`src/rtl/axi_ram_pkg.sv`:
```
// axi_ram_pkg: shared types and helpers for axi_ram_bridge.
// Contents: burst encoding, response codes, write/read FSM state enums,
// and burst_err(), which flags bursts that must run as INCR with SLVERR.
// Build option: define AXI_RAM_BRIDGE_WRAP_EN to enable real WRAP bursts.
package axi_ram_pkg;
    typedef enum logic [1:0] {FIXED = 2'b00, INCR = 2'b01, WRAP = 2'b10} burst_e;
    localparam logic [1:0] OKAY   = 2'b00;
    localparam logic [1:0] SLVERR = 2'b10;
    typedef enum logic [1:0] {W_IDLE, W_DATA, W_RESP} w_state_e;
    typedef enum logic {R_IDLE, R_BURST} r_state_e;
`ifdef AXI_RAM_BRIDGE_WRAP_EN
    localparam bit WRAP_EN = 1'b1;
`else
    localparam bit WRAP_EN = 1'b0;
`endif
    // Reserved bursts and unsupported WRAP lengths run as INCR but report SLVERR.
    function automatic logic burst_err(input logic [1:0] burst, input logic [7:0] len);
        return burst == 2'b11 ||
               (burst == WRAP && !(WRAP_EN && len inside {8'd1, 8'd3, 8'd7, 8'd15}));
    endfunction
endpackage

```
`src/rtl/axi_ram_addr_gen.sv`:
```
// axi_ram_addr_gen: combinational next beat address.
// Ports: addr_i current beat address, burst_i burst type, len_i AXI length,
//        next_o address of the following beat.
// Build option: AXI_RAM_BRIDGE_WRAP_EN (via axi_ram_pkg) enables WRAP wrapping.
module axi_ram_addr_gen
    import axi_ram_pkg::*;
#(
    parameter int AW   = 32,
    parameter int STEP = 16
) (
    input  logic [AW-1:0] addr_i,
    input  logic [1:0]    burst_i,
    input  logic [7:0]    len_i,
    output logic [AW-1:0] next_o
);
    logic [AW-1:0] incr;
    logic [AW-1:0] mask;
    assign incr = addr_i + AW'(STEP);
    // Wrap window is (len+1) beats; only its low bits advance.
    assign mask = (AW'(len_i) + AW'(1)) * AW'(STEP) - AW'(1);
    assign next_o = burst_i == FIXED ? addr_i :
                    (burst_i == WRAP && !burst_err(burst_i, len_i)) ? (addr_i & ~mask) | (incr & mask) :
                    incr;
endmodule

```
`src/rtl/axi_ram_bridge.sv`:
```
// axi_ram_bridge: AXI4 slave to single-cycle RAM bridge, independent read/write FSMs.
// Ports: clk/rstn (async active-low); AXI4 AW/W/B/AR/R slave channels (s_axi_*);
//        RAM read port ren/raddr/rdata (rdata valid in the ren cycle);
//        RAM write port wen/waddr/wdata/wstrb (committed on the clk edge with wen=1).
// Build option: AXI_RAM_BRIDGE_WRAP_EN enables WRAP bursts; otherwise WRAP runs as INCR with SLVERR.
module axi_ram_bridge
    import axi_ram_pkg::*;
#(
    parameter int AXI_WIDTH      = 128,
    parameter int AXI_ADDR_WIDTH = 32,
    parameter int AXI_ID_WIDTH   = 6
) (
    input  logic                      clk,
    input  logic                      rstn,
    input  logic [AXI_ID_WIDTH-1:0]   s_axi_awid,
    input  logic [AXI_ADDR_WIDTH-1:0] s_axi_awaddr,
    input  logic [7:0]                s_axi_awlen,
    input  logic [1:0]                s_axi_awburst,
    input  logic                      s_axi_awvalid,
    output logic                      s_axi_awready,
    input  logic [AXI_WIDTH-1:0]      s_axi_wdata,
    input  logic [AXI_WIDTH/8-1:0]    s_axi_wstrb,
    input  logic                      s_axi_wlast,
    input  logic                      s_axi_wvalid,
    output logic                      s_axi_wready,
    output logic [AXI_ID_WIDTH-1:0]   s_axi_bid,
    output logic [1:0]                s_axi_bresp,
    output logic                      s_axi_bvalid,
    input  logic                      s_axi_bready,
    input  logic [AXI_ID_WIDTH-1:0]   s_axi_arid,
    input  logic [AXI_ADDR_WIDTH-1:0] s_axi_araddr,
    input  logic [7:0]                s_axi_arlen,
    input  logic [1:0]                s_axi_arburst,
    input  logic                      s_axi_arvalid,
    output logic                      s_axi_arready,
    output logic [AXI_ID_WIDTH-1:0]   s_axi_rid,
    output logic [AXI_WIDTH-1:0]      s_axi_rdata,
    output logic [1:0]                s_axi_rresp,
    output logic                      s_axi_rlast,
    output logic                      s_axi_rvalid,
    input  logic                      s_axi_rready,
    output logic                      ren,
    output logic [AXI_ADDR_WIDTH-1:0] raddr,
    input  logic [AXI_WIDTH-1:0]      rdata,
    output logic                      wen,
    output logic [AXI_ADDR_WIDTH-1:0] waddr,
    output logic [AXI_WIDTH-1:0]      wdata,
    output logic [AXI_WIDTH/8-1:0]    wstrb
);
    localparam int STEP = AXI_WIDTH / 8;
    localparam logic [AXI_ADDR_WIDTH-1:0] ALIGN = ~AXI_ADDR_WIDTH'(STEP - 1);

    w_state_e                  w_state_q;
    logic [AXI_ID_WIDTH-1:0]   aw_id_q;
    logic [AXI_ADDR_WIDTH-1:0] aw_addr_q, w_addr_d;
    logic [7:0]                aw_len_q, w_cnt_q;
    logic [1:0]                aw_burst_q, bresp_q;
    logic                      w_err_q, wen_q;
    logic [AXI_ADDR_WIDTH-1:0] waddr_q;
    logic [AXI_WIDTH-1:0]      wdata_q;
    logic [AXI_WIDTH/8-1:0]    wstrb_q;
    logic                      w_last, w_bad;

    r_state_e                  r_state_q;
    logic [AXI_ID_WIDTH-1:0]   ar_id_q, rid_q;
    logic [AXI_ADDR_WIDTH-1:0] ar_addr_q, r_addr_d;
    logic [7:0]                ar_len_q, r_cnt_q;
    logic [1:0]                ar_burst_q, rresp_q;
    logic                      ar_err_q, rvalid_q, rlast_q;
    logic [AXI_WIDTH-1:0]      rdata_q;
    logic                      r_issue;

    axi_ram_addr_gen #(.AW(AXI_ADDR_WIDTH), .STEP(STEP)) u_w_addr (
        .addr_i (aw_addr_q),
        .burst_i(aw_burst_q),
        .len_i  (aw_len_q),
        .next_o (w_addr_d)
    );

    axi_ram_addr_gen #(.AW(AXI_ADDR_WIDTH), .STEP(STEP)) u_r_addr (
        .addr_i (ar_addr_q),
        .burst_i(ar_burst_q),
        .len_i  (ar_len_q),
        .next_o (r_addr_d)
    );

    // Ready is gated by rstn so it is low during reset and high right after release.
    assign s_axi_awready = rstn && w_state_q == W_IDLE;
    assign s_axi_wready  = w_state_q == W_DATA;
    assign s_axi_bvalid  = w_state_q == W_RESP;
    assign s_axi_bid     = aw_id_q;
    assign s_axi_bresp   = bresp_q;
    assign wen   = wen_q;
    assign waddr = waddr_q;
    assign wdata = wdata_q;
    assign wstrb = wstrb_q;
    assign w_last = w_cnt_q == aw_len_q;
    assign w_bad  = s_axi_wlast != w_last;

    always_ff @(posedge clk or negedge rstn) begin
        if (!rstn) begin
            w_state_q  <= W_IDLE;
            aw_id_q    <= '0;
            aw_addr_q  <= '0;
            aw_len_q   <= '0;
            aw_burst_q <= '0;
            w_cnt_q    <= '0;
            w_err_q    <= 1'b0;
            bresp_q    <= OKAY;
            wen_q      <= 1'b0;
            waddr_q    <= '0;
            wdata_q    <= '0;
            wstrb_q    <= '0;
        end else begin
            wen_q <= 1'b0;
            case (w_state_q)
                W_IDLE: if (s_axi_awvalid) begin
                    aw_id_q    <= s_axi_awid;
                    aw_addr_q  <= s_axi_awaddr & ALIGN;
                    aw_len_q   <= s_axi_awlen;
                    aw_burst_q <= s_axi_awburst;
                    w_err_q    <= burst_err(s_axi_awburst, s_axi_awlen);
                    w_cnt_q    <= '0;
                    w_state_q  <= W_DATA;
                end
                W_DATA: if (s_axi_wvalid) begin
                    wen_q     <= 1'b1;
                    waddr_q   <= aw_addr_q;
                    wdata_q   <= s_axi_wdata;
                    wstrb_q   <= s_axi_wstrb;
                    aw_addr_q <= w_addr_d;
                    w_cnt_q   <= w_cnt_q + 8'd1;
                    w_err_q   <= w_err_q | w_bad;
                    if (w_last) begin
                        bresp_q   <= (w_err_q | w_bad) ? SLVERR : OKAY;
                        w_state_q <= W_RESP;
                    end
                end
                W_RESP: if (s_axi_bready) w_state_q <= W_IDLE;
                default: w_state_q <= W_IDLE;
            endcase
        end
    end

    // Issue when the output slot is free or being drained, unless the last beat is already out.
    assign r_issue = r_state_q == R_BURST && (!rvalid_q || (s_axi_rready && !rlast_q));
    assign s_axi_arready = rstn && r_state_q == R_IDLE;
    assign s_axi_rid    = rid_q;
    assign s_axi_rdata  = rdata_q;
    assign s_axi_rresp  = rresp_q;
    assign s_axi_rlast  = rlast_q;
    assign s_axi_rvalid = rvalid_q;
    assign ren   = r_issue;
    assign raddr = ar_addr_q;

    always_ff @(posedge clk or negedge rstn) begin
        if (!rstn) begin
            r_state_q  <= R_IDLE;
            ar_id_q    <= '0;
            ar_addr_q  <= '0;
            ar_len_q   <= '0;
            ar_burst_q <= '0;
            ar_err_q   <= 1'b0;
            r_cnt_q    <= '0;
            rid_q      <= '0;
            rdata_q    <= '0;
            rresp_q    <= OKAY;
            rlast_q    <= 1'b0;
            rvalid_q   <= 1'b0;
        end else begin
            case (r_state_q)
                R_IDLE: if (s_axi_arvalid) begin
                    ar_id_q    <= s_axi_arid;
                    ar_addr_q  <= s_axi_araddr & ALIGN;
                    ar_len_q   <= s_axi_arlen;
                    ar_burst_q <= s_axi_arburst;
                    ar_err_q   <= burst_err(s_axi_arburst, s_axi_arlen);
                    r_cnt_q    <= '0;
                    r_state_q  <= R_BURST;
                end
                R_BURST: if (r_issue) begin
                    rvalid_q  <= 1'b1;
                    rdata_q   <= rdata;
                    rid_q     <= ar_id_q;
                    rresp_q   <= ar_err_q ? SLVERR : OKAY;
                    rlast_q   <= r_cnt_q == ar_len_q;
                    ar_addr_q <= r_addr_d;
                    r_cnt_q   <= r_cnt_q + 8'd1;
                end else if (s_axi_rready) begin
                    rvalid_q <= 1'b0;
                    rlast_q  <= 1'b0;
                    if (rlast_q) r_state_q <= R_IDLE;
                end
                default: r_state_q <= R_IDLE;
            endcase
        end
    end
endmodule

```
`config.mk`:
```
export PLATFORM = sky130hd
export DESIGN_NAME = axi_ram_bridge
export DESIGN_NICKNAME = d
export VERILOG_FILES = /design/src/rtl/axi_ram_pkg.sv /design/src/rtl/axi_ram_addr_gen.sv /design/src/rtl/axi_ram_bridge.sv
export SDC_FILE = /design/constraint.sdc
export NUM_CORES = 1
export LEC_CHECK = 0
export ABC_AREA = 1
export CAP_MARGIN = 20
export CORE_AREA = 2 2 290 292
export DETAILED_ROUTE_END_ITERATION = 6
export DIE_AREA = 0 0 292 294
export HOLD_SLACK_MARGIN = 0.06
export SYNTH_ARGS = -nofsm -noshare
export SYNTH_HDL_FRONTEND = slang
export SYNTH_SLANG_ARGS = --single-unit
```
`constraint.sdc`:
```
create_clock -name clk -period 1.4 [get_ports clk]
set_clock_uncertainty 0.1 [all_clocks]
set_input_delay 0.28 -clock clk [delete_from_list [all_inputs] [get_ports clk]]
set_output_delay 0.28 -clock clk [all_outputs]
set_load 0.005 [all_outputs]
```
# After elaboration in Yosys (flattened, before gate mapping)
# Cells that the tools add are included.
# op_classes
add_sub_neg	8
reduce_logical	31
bitwise	10
n_eq_ne	21
n_mux	36
# ops
op	n
$mux 32	8
$and 32x32->32	4
$pmux 32 s2	2
$add 32x5->32 const B	2
$not 32->32	2
$or 32x32->32	2
$sub 32x1->32 const B	2
$mux 8	4
$pmux 8 s2	2
$add 8x1->9 const B	2
$eq 2x2->1 const B	9
$add 8x1->8 const B	2
$eq 8x8->1	2
$mux 2	6
$ne 2x2->1 const B	6
$reduce_and 2->1	6
$mux 1	11
$reduce_and 3->1	3
$reduce_and 4->1	2
$logic_and 1x1->1	6
$logic_not 2->1	3
$pmux 2 s3	1
$logic_or 1x1->1	5
$logic_not 1->1	4
7 further kinds	10
# word_totals
register_bits	434

# Logic depth before layout (Yosys ltp)
# depth
word_depth	9
ltp_mapped	12

# By module
# A second synthesis with hierarchy kept.
# hier_totals
cells_unflattened	2307
area_unflattened_um2	18992.0
# modules_own_cells
module	n_inst	cells_per_inst	area_each_um2
axi_ram_bridge	1	1945	17110.2
axi_ram_addr_gen	2	181	940.9

# Least setup slack after synthesis
# Ideal clock, no wire load.
# synth_path
path_kind	reg2reg
startpoint	register ar_addr_q[4], in the netlist raddr[4]
endpoint	register ar_addr_q[22], in the netlist raddr[22]
setup_ps	116
stages_incl_launch_ff	13
n_path_buf	0
path_slack_ps	-180
t_arrival_ps	1363
cell_sequence	dfrtp_1 > ha_1 > nand3_1 > inv_2 > nand2_2 > inv_2 > nand2_1 > nor2_1 > nand2_1 > nand2_1 > nand2_1 > nand2_1 > nand2_1
# synth_between
elab_chain_cells	7
# synth_lines
element	line_no	source
start, declared	axi_ram_bridge.sv:66	logic [AXI_ADDR_WIDTH-1:0] ar_addr_q, r_addr_d;
start signal, assigned	axi_ram_bridge.sv:174	ar_addr_q <= s_axi_araddr & ALIGN;
start signal, assigned	axi_ram_bridge.sv:187	ar_addr_q <= r_addr_d;
$add 32x5->32 *	axi_ram_addr_gen.sv:18	assign incr = addr_i + AW'(STEP);
$and 32x32->32	axi_ram_addr_gen.sv:22	(burst_i == WRAP && !burst_err(burst_i, len_i)) ? (addr_i & ~mask) | (incr & mask) :
$or 32x32->32	axi_ram_addr_gen.sv:22	
$mux 32 *	axi_ram_addr_gen.sv:22	
$mux 32 *	axi_ram_addr_gen.sv:21	assign next_o = burst_i == FIXED ? addr_i :
$mux 32 *	axi_ram_bridge.sv:181	R_BURST: if (r_issue) begin
$pmux 32 s2 *	axi_ram_bridge.sv:171	case (r_state_q)
# Every way passes the cells marked *; elsewhere a longest branch is shown, timed or not. The select of a mux whose other input is x is not followed.
# A chain may end at the register's enable or synchronous reset.

# Worst setup path after layout
# layout_path
startpoint	register rvalid_q, in the netlist s_axi_rvalid
endpoint	output port ren
# layout_between
elab_chain_cells	3
# layout_lines
element	line_no	source
start, declared	axi_ram_bridge.sv:69	logic ar_err_q, rvalid_q, rlast_q;
start signal, assigned	axi_ram_bridge.sv:169	rvalid_q <= 1'b0;
start signal, assigned	axi_ram_bridge.sv:182	rvalid_q <= 1'b1;
start signal, assigned	axi_ram_bridge.sv:190	rvalid_q <= 1'b0;
$logic_not 1->1	axi_ram_bridge.sv:146	assign r_issue = r_state_q == R_BURST && (!rvalid_q || (s_axi_rready && !rlast_q));
$logic_or 1x1->1	axi_ram_bridge.sv:146	
$logic_and 1x1->1	axi_ram_bridge.sv:146	
end, declared	axi_ram_bridge.sv:42	output logic ren,
# Every way passes these cells.

==> results by group <==
Min path
  – Class of the tightest hold or removal check: in2async

Yosys
  – Post-synthesis adder-cell area fraction: 0.00272
  – Mux contribution to synthesized area: 0
  – Portion of synthesized cell area occupied by the leading cell type: 0.572
  – Share of flip-flops with an asynchronous set or reset: 1.00
  – Leading cell type by number of instances after synthesis: nand2_1
  – Cell area after synthesis: 0.0184 sq mm
  – Post-synthesis share of cell area spent on xor and xnor gates: 0.00619
  – Post-synthesis register bit count: 420
  – Post-synthesis cell type count: 39
  – Yosys top cell by area: dfrtp_1
  – Warnings, synthesis: 0
  – Area share of and/or/nand/nor cells after synthesis: 0.315
  – Number of enable-type register cells in the synthesized netlist: 0
  – Post-Synthesis Mean Instance Area: 8.02 sq um
  – Complex-gate fraction of the synthesized area: 0.0487
  – Top_reg_cell synth: dfrtp_1
  – Portion of the post-synthesis area used by sequential elements: 0.572
  – Number of standard cells after synthesis: 2293
  – Largest family of logic cells by synthesized area: simple AND/OR/NAND/NOR gates
  – Leading cell types by count after synthesis: 1212 x nand2_1, 420 x dfrtp_1, 132 x nor2_1
  – Top area cells in the synthesized netlist: dfrtp_1 57%, nand2_1 25%, o21ai_0 2.9%

Drt
  – Routed WL: 81500 um
  – DR WL/cell: 17.9 um
  – Average via count per standard cell: 4.26
  – Number of iterations in the first detailed-routing pass: 5
  – Drt initial violations: 1036
  – Residual antenna-violating net count after detailed routing: 0
  – Total number of vias: 19.4k
  – DRC violation count after routing: 0

CTS
  – TritonCTS clock tree: done
  – CTS buffer count: 53
  – Clock Root Buffer: clkbuf_16
  – CTS Buffer Depth: 3
  – Clock Latency Late Sink: 590 ps
  – Total number of clock tree sinks: 420
  – Deepest level of the CTS H-tree: 2
  – Clk slew on worst S/H paths: 60 ps

GRT
  – Pin count of the biggest net entering global routing: 100
  – Initial antenna violation count: 10
  – Global-route wire length before repair: 113000 um
  – Total track usage: 0.169
  – Vias in the first global route: 18.4k
  – Overflow left after global routing: 0

Floorplanning
  – Total die area: 0.0858 sq mm
  – Floorplan core area: 0.0829 sq mm
  – Initial core utilization: 0.222
  – # IOs: 736
  – Die width: 292 um
  – Die Y-Extent: 294 um
  – Row count: 106

Timing
  – Max-Slew Margin vs Limit: 0.570
  – Share of the cycle needed by the critical path after routing: 1.32
  – Slack of the critical path: -445 ps
  – Max-slew violations: 0
  – Setup repair after global routing missed its margin: true
  – Final Critical Period: 1840 ps
  – Worst hold margin: 101 ps
  – Worst-margin pin slew: 645 ps
  – Highest clock frequency the design can meet: 542 MHz
  – Final count of hold timing violations: 0
  – Final count of negative-setup-slack endpoints: 752

Flow run
  – Count of maximum capacitance violations: 0

Critical path
  – Type of the worst setup path: reg2out
  – Launching element type of the critical path: flop
  – Critical path endpoint category: output pin
  – Required time at the endpoint of the critical path: 1020 ps
  – CP arrival: 1460 ps
  – Max Fanout on Critical Path: 2

Placement
  – Number of port buffers: 717
  – Instance area after placement: 0.0287 sq mm
  – Final HPWL from detailed placement: 54000 um
  – Final weighted congestion in routability-driven placement: 0.864

Final layout
  – Multi-input combinational cell area: 0.00813 sq mm
  – Layout Cell Area excl Fill: 0.0335 sq mm
  – Area taken by flip-flops and latches: 0.0105 sq mm
  – Layout cell share with drive strength beyond 1: 0.347
  – Final #Nets: 3805
  – Area grow syn2layout: 82.5%
  – Number of filler cells placed in the layout: 8222

Run status
  – Result of the run: finished with violations
  – Failing checks: setup timing

Power and ir drop
  – Leak: 17.1 nW
  – Worst IR Drop VDD: 0.923 mV
  – Power per Cell Area: 2260 mW/mm^2
path summary, 6_finish.rpt:
path                                    from         endpoint  slack, ps  depth (start not counted)
worst max-delay path            s_axi_rvalid              ren       -440                          5
worst min-delay path                    rstn        waddr[18]        100                          3
worst max register to register  w_state_q[1]       w_cnt_q[6]       -410                         12
worst min register to register     wdata[50]        wdata[50]        370                          2
max in group asynchronous               rstn        wdata[27]        230                          4
min in group clk                   rdata[35]  s_axi_rdata[35]        110                          3
cells by family after synthesis:
logic type      after synthesis
compound gates              166
flops                       420
buf+inv                     224
xor+xnor                     13
fa+ha+maj                     4
other cells                   1
simple gates               1465
layout by cell type, fill, tap and decap left out, types with 66 or more instances in the layout:
| cell type | instances |
|---|---|
| buf_2 | 283 |
| buf_4 | 268 |
| buf_6 | 136 |
| clkbuf_16 | 83 |
| clkdlybuf4s50_1 | 366 |
| dfrtp_1 | 415 |
| inv_1 | 101 |
| nand2_1 | 1018 |
| nand2_2 | 132 |
| nand2_4 | 66 |
| nor2_1 | 95 |
metal layers:
layer  GRT usage  share of wire
met1       0.214           0.42
met5           0        0.00060
met3      0.0375          0.057
met2       0.281           0.49
met4      0.0671          0.034
registers in the layout, summed over array words and instances, names as in the netlist, 2 cells and up:
| register | flops |
|---|---|
| w_state_q | 2 |
| s_axi_rid | 6 |
| s_axi_bid | 6 |
| ar_burst_q | 2 |
| ar_id_q | 6 |
| s_axi_rdata | 128 |
| ar_len_q | 8 |
| w_cnt_q | 8 |
| r_cnt_q | 8 |
| wstrb | 16 |
| aw_burst_q | 2 |
| raddr | 28 |
| aw_addr_q | 28 |
| waddr | 28 |
| wdata | 128 |
| aw_len_q | 8 |
final cells by class:
class                   instances  share of cell area
flip-flops and latches        420               0.313
repair inverters                1            0.000597
multi-input cells            1658               0.242
clock inverters                25              0.0104
repair buffers               1174               0.332
inverters                     117              0.0148
diodes                          7            0.000522
well taps                    1080              0.0403
clock buffers                  73              0.0454
where the power goes:
part | switching [mW] | internal [mW]
Combinational | 19.2 | 20.1
Sequential | 3.65 | 18.0
Clock | 5.74 | 9.08
critical path, cell delays in order (launching register included):
cell and delay, ps:
dfrtp_1 400, buf_6 140, nand2_4 70, nand3_4 90, inv_4 80, buf_6 90
metrics by stage:
step | std cells | total power [mW] | TNS (ps) | utilization | setup WS, ps
after floorplan | 2302 | 33.6 | -926 | - | -139
after global placement | 4233 | 53.8 | -169590 | 0.346 | -659
after detailed placement | 4233 | 54.1 | -174200 | 0.346 | -675
after CTS | 4476 | 70.2 | -145960 | 0.375 | -500
after global routing | 4553 | 80.9 | -185140 | 0.405 | -518
final | 4555 | 75.9 | -140010 | 0.405 | -445
repair_timing:
| action | 4_1_cts | 5_1_grt |
|---|---|---|
| setup endpoints to repair | 760 | 768 |
| cloned | 16 | 35 |
| pin swaps | 21 | 64 |
| hold endpoints to repair | 432 | 0 |
| gates resized for setup | 1611 | 420 |
| buffers inserted | 116 | 40 |
| hold buffers | 14 | 0 |
(Power assumes the default switching activity.)
